==> src/rtl/sad_accum_pkg.sv <==
// Shared stereo-matching definitions: datapath widths and the SAD window FSM states.
package sad_accum_pkg;

  localparam int COST_W = 18;
  localparam int DISP_W = 6;
  localparam int PIX_W  = 8;

  localparam logic [COST_W-1:0] COST_MAX = '1;

  typedef enum logic [2:0] {
    ST_IDLE,
    ST_ARM,
    ST_ACCUM,
    ST_EMIT,
    ST_FLUSH
  } state_e;

endpackage

==> src/rtl/sad_add_sat.sv <==
// Absolute pixel difference added onto a running SAD, clamped at the top of the cost range.
module sad_add_sat
  import sad_accum_pkg::*;
(
  input  logic [COST_W-1:0] acc,
  input  logic [PIX_W-1:0]  a,
  input  logic [PIX_W-1:0]  b,
  output logic [COST_W-1:0] next_acc
);

  logic [PIX_W-1:0]  diff;
  logic [COST_W:0]   sum;

  always_comb begin
    diff     = (a >= b) ? (a - b) : (b - a);
    // One spare bit catches the carry so the result clamps instead of wrapping.
    sum      = {1'b0, acc} + {{(COST_W + 1 - PIX_W){1'b0}}, diff};
    next_acc = sum[COST_W] ? COST_MAX : sum[COST_W-1:0];
  end

endmodule

==> src/rtl/sad_accum.sv <==
// Per-disparity SAD accumulator: sums WIN_PIX pixel pairs per window and strobes each result
// to the downstream minimum-finder, bracketing a search with arm/publish strobes.
module sad_accum
  import sad_accum_pkg::*;
#(
  parameter int WIN_PIX = 256,
  parameter int NDISP   = 64
) (
  input  logic              clk,
  input  logic              rst,
  input  logic              start,
  input  logic              pix_valid,
  input  logic [PIX_W-1:0]  pix_l,
  input  logic [PIX_W-1:0]  pix_r,
  output logic              pix_ready,
  output logic [COST_W-1:0] cost,
  output logic [DISP_W-1:0] disp,
  output logic              update,
  output logic              startsig,
  output logic              busy,
  output state_e            dbg_state
);

  localparam int CNT_W = $clog2(WIN_PIX + 1);
  localparam logic [CNT_W-1:0]  LAST_PIX  = CNT_W'(WIN_PIX - 1);
  localparam logic [DISP_W-1:0] LAST_DISP = DISP_W'(NDISP - 1);

  // Handshake: a pair is consumed on a rising edge where pix_valid && pix_ready;
  // pix_ready depends only on state, never on pix_valid.

  state_e              state_q, state_d;
  logic [COST_W-1:0]   acc_q, acc_d;
  logic [COST_W-1:0]   cost_q, cost_d;
  logic [COST_W-1:0]   sum_nxt;
  logic [CNT_W-1:0]    pix_cnt_q, pix_cnt_d;
  logic [DISP_W-1:0]   disp_cnt_q, disp_cnt_d;
  logic [DISP_W-1:0]   disp_q, disp_d;

  sad_add_sat u_add (
    .acc      (acc_q),
    .a        (pix_l),
    .b        (pix_r),
    .next_acc (sum_nxt)
  );

  always_comb begin
    state_d    = state_q;
    acc_d      = acc_q;
    pix_cnt_d  = pix_cnt_q;
    disp_cnt_d = disp_cnt_q;
    cost_d     = cost_q;
    disp_d     = disp_q;
    pix_ready  = 1'b0;
    update     = 1'b0;
    startsig   = 1'b0;
    busy       = (state_q != ST_IDLE);

    case (state_q)
      ST_IDLE: begin
        if (start) state_d = ST_ARM;
      end
      ST_ARM: begin
        startsig   = 1'b1;
        acc_d      = '0;
        pix_cnt_d  = '0;
        disp_cnt_d = '0;
        state_d    = ST_ACCUM;
      end
      ST_ACCUM: begin
        pix_ready = 1'b1;
        if (pix_valid) begin
          acc_d     = sum_nxt;
          pix_cnt_d = pix_cnt_q + 1'b1;
          // Capture the result on the closing transfer so it is on cost/disp during EMIT.
          if (pix_cnt_q == LAST_PIX) begin
            cost_d  = sum_nxt;
            disp_d  = disp_cnt_q;
            state_d = ST_EMIT;
          end
        end
      end
      ST_EMIT: begin
        update    = 1'b1;
        acc_d     = '0;
        pix_cnt_d = '0;
        if (disp_cnt_q < LAST_DISP) begin
          disp_cnt_d = disp_cnt_q + 1'b1;
          state_d    = ST_ACCUM;
        end else begin
          state_d = ST_FLUSH;
        end
      end
      ST_FLUSH: begin
        startsig = 1'b1;
        state_d  = ST_IDLE;
      end
      default: state_d = ST_IDLE;
    endcase
  end

  always_ff @(posedge clk or posedge rst) begin
    if (rst) begin
      state_q    <= ST_IDLE;
      acc_q      <= '0;
      cost_q     <= '0;
      pix_cnt_q  <= '0;
      disp_cnt_q <= '0;
      disp_q     <= '0;
    end else begin
      state_q    <= state_d;
      acc_q      <= acc_d;
      cost_q     <= cost_d;
      pix_cnt_q  <= pix_cnt_d;
      disp_cnt_q <= disp_cnt_d;
      disp_q     <= disp_d;
    end
  end

  assign cost      = cost_q;
  assign disp      = disp_q;
  assign dbg_state = state_q;

endmodule

==> config.mk <==
export PLATFORM = sky130hd
export DESIGN_NAME = sad_accum
export DESIGN_NICKNAME = d
export VERILOG_FILES = /design/src/rtl/sad_accum_pkg.sv /design/src/rtl/sad_add_sat.sv /design/src/rtl/sad_accum.sv
export SDC_FILE = /design/constraint.sdc
export NUM_CORES = 1
export LEC_CHECK = 0
export CORE_ASPECT_RATIO = 1.5
export CORE_MARGIN = 4
export CORE_UTILIZATION = 50
export CTS_CLUSTER_DIAMETER = 60
export DETAILED_ROUTE_END_ITERATION = 12
export PLACE_DENSITY = 0.73
export REMOVE_ABC_BUFFERS = 1
export SYNTH_ARGS = -nofsm -noshare
export SYNTH_HDL_FRONTEND = slang
export SYNTH_SLANG_ARGS = --single-unit
export TNS_END_PERCENT = 5
==> constraint.sdc <==
create_clock -name clk -period 6.9 [get_ports clk]
set_input_delay 0.69 -clock clk [delete_from_list [all_inputs] [get_ports clk]]
set_output_delay 0.69 -clock clk [all_outputs]
set_load 0.03 [all_outputs]
==> impl_metrics.ini <==
[status]
status = completed

[synthesis]
synthXorXnorAreaFrac = 0.0276
synth_adder_area_share = 0.0933
synth_warnings = 0
synthesis.area_um2 = 4130
synth_top_area_frac = 0.364
async_reset_ff_frac = 1.00
synth_top_family_by_area = simple AND/OR/NAND/NOR gates
synth_compound_area_frac = 0.221
synth.most_common_cell = nand2_1
yosys-top-cells-count = nand2_1, dfrtp_1, nor2_1, o21ai_0, inv_1
synthCells = 476
ys_types = 68
netlist_top_cells_area = dfrtp_1, ha_1, nand2_1
syn_avg_cell_area_um2 = 8.68
synth_mux_area_frac = 0.0173
yosysSeqAreaShare = 0.364
ys.flop_type = dfrtp_1
ys_ff_latch = 60
yosysTopAreaCell = dfrtp_1
synth_edf_count = 0
yosys.area_share.simple = 0.228

[grt]
antenna_found_initial = 0
grt_pass1_wl_um = 16100
grt_max_degree = 61
track_usage = 0.210
overflow = 0
first_global_vias = 3578

[route]
num_vias = 3624
drtIter0Drc = 175
first_pass_iters = 4
wire_per_inst_um = 15.3
via_per_inst = 5.77
wl_um = 9640
drc = 0
ant_nets = 0

[critical_path]
critical_path_required_ps = 7090
cp_data_arrival_time_ps = 5230
critical_path.max_fanout = 8
cp-end-kind = flop
crit_family = compound AO/OA/AOI/OAI gates
critical-path-slowest-cell = a31oi_1
startpoint_type = primary input
worst-path-buf-inv = 2
cpPeakStageDelay_ps = 590
critPathKind = in -> reg
crit_chain = clkdlybuf4s50_1, ha_1, inv_1, fa_1, nand3_1, nand2_2, o41a_4, o21a_2, nor2_2, mux2_1, ha_1, a211oi_1, o211ai_1, a31oi_1, nor2_1, a31oi_1, a211oi_1

[timing]
finClkSkew_ps = 6.03
slew_violations = 0
max_clock_freq_mhz = 199
worst_slew_pin_slew_ps = 925
setup-violations-final = 0
post-route-period-util = 0.730
relSlewSlack = 0.381
fin_tns_setup_ps = 0
grt_setup_unrepaired = false
hold_viol = 0
min_period_ps = 5040

[floorplanning]
dieArea_um2 = 9810
io_pins = 51
row_count = 40
fp.dieH_um = 119
initial_core_util = 0.513
die-width_um = 82.2
core_area_um2 = 8060

[clock_tree]
ctsHoldBuffers = 0
cts_root_buf = clkbuf_16
tritoncts = built
post_cts_resized = 0
cts.sinks = 60
cts_max_level = 3
clock_tree.buffer_depth = 2
clock_latency_ps = 330
path_clk_slew_ps = 50
postCtsSetupBuffers = 0
cts_buffers = 9

[power]
p_leak_nw = 2.15
ir_drop_mv = 0.275
pwr-share-comb = 0.373
switching_share = 0.363
power_density_nw_per_um2 = 289
clock_power_share = 0.298
internal-power_mw = 0.916
p_seq_frac = 0.329
p_sw_mw = 0.521

[layout]
final_nets = 568
drive_gt1_frac = 0.0803
final_cells = 628
insertedDiodeCount = 0
area_delta_synth_final_pct = 20.5

[flow_run]
cap_violations = 0

[placement]
place_congestion = 0.817
io_buffers = 50
dp.cells = 613
hpwlAfterDp_um = 6870

[min_path]
hp-class = reg -> reg
routing by layer:
layer | vias up | wire, um | track usage
li1 | 1782 | - | -
met1 | 1745 | 3940 | 0.237
met2 | 82 | 5100 | 0.367
met3 | 15 | 384 | 0.0484
met4 | 0 | 214 | 0.0842
met5 | - | 0 | 0
tightest hold or removal path: stages (launching register included):
cell	delay, ps
dfrtp_1	340
nand2_1	50
nand2_1	50
kinds of logic after synthesis:
logic type	Yosys count
fa+ha+maj	29
simple gates	190
xor+xnor	13
buf+inv	49
flops	60
compound gates	128
mux	7
path summary, 6_finish.rpt:
kind,slack [ps],from,endpoint,cells after the start
max in group asynchronous,5490,rst,acc_q[8],3
hold / removal,470,disp[5],disp[5],2
min in group asynchronous,900,rst,disp[5],3
setup / recovery,1860,pix_r[0],acc_q[11],17
setup reg to reg,4190,acc_q[0],acc_q[16],9
hold reg to reg,470,disp[5],disp[5],2
flip-flops by register name (all words and copies together), names as in the netlist:
name / flops
dbg_state: 3
pix_cnt_q: 9
cost: 18
disp_cnt_q: 6
acc_q: 18
disp: 6
layout by cell type, fill, tap and decap left out, drive strengths merged, types with 6 or more instances in the layout:
| master | n |
|---|---|
| o21ai | 39 |
| nand3 | 22 |
| mux2i | 6 |
| a211oi | 13 |
| o21a | 7 |
| xnor2 | 7 |
| nand2b | 6 |
| nor3 | 14 |
| nand2 | 64 |
| nor2 | 38 |
| clkbuf | 14 |
| clkdlybuf4s50 | 50 |
| xor2 | 6 |
| o31ai | 7 |
| nor2b | 10 |
| a21oi | 26 |
| or3 | 6 |
| ha | 26 |
| a31oi | 7 |
| inv | 28 |
| and2 | 6 |
| dfrtp | 60 |
through the flow:
| stage | util | instance area, um^2 | worst slack [ps] | power (mW) | hold WS [ps] |
|---|---|---|---|---|---|
| after detailed placement | 0.582 | 4690 | 1590 | 1.01 | 463 |
| after global placement | 0.582 | 4690 | 1690 | 0.993 | 460 |
| after CTS | 0.618 | 4980 | 1900 | 1.45 | 476 |
| after floorplan | - | 4030 | 2560 | 0.882 | 462 |
| final | 0.618 | 4980 | 1860 | 1.44 | 470 |
| after global routing | 0.618 | 4980 | 1530 | 1.54 | 512 |
power by group through the flow:
stage | combinational (mW) | clock (mW) | sequential [mW]
2_1_floorplan | 0.421 | 0 | 0.462
3_3_place_gp | 0.518 | 0 | 0.475
3_5_place_dp | 0.533 | 0 | 0.477
4_1_cts | 0.536 | 0.437 | 0.472
5_1_grt | 0.609 | 0.452 | 0.482
6_report | 0.536 | 0.428 | 0.473
cell type report:
cell class              instances  area, um^2
fillers                       702        3080
repair buffers                 53         523
clock inverters                 1        5.00
well taps                     105         131
clock buffers                  14         284
inverters                      28         105
flip-flops and latches         60        1500
multi-input cells             367        2430
No activity file was read; power rests on OpenSTA's default activity.
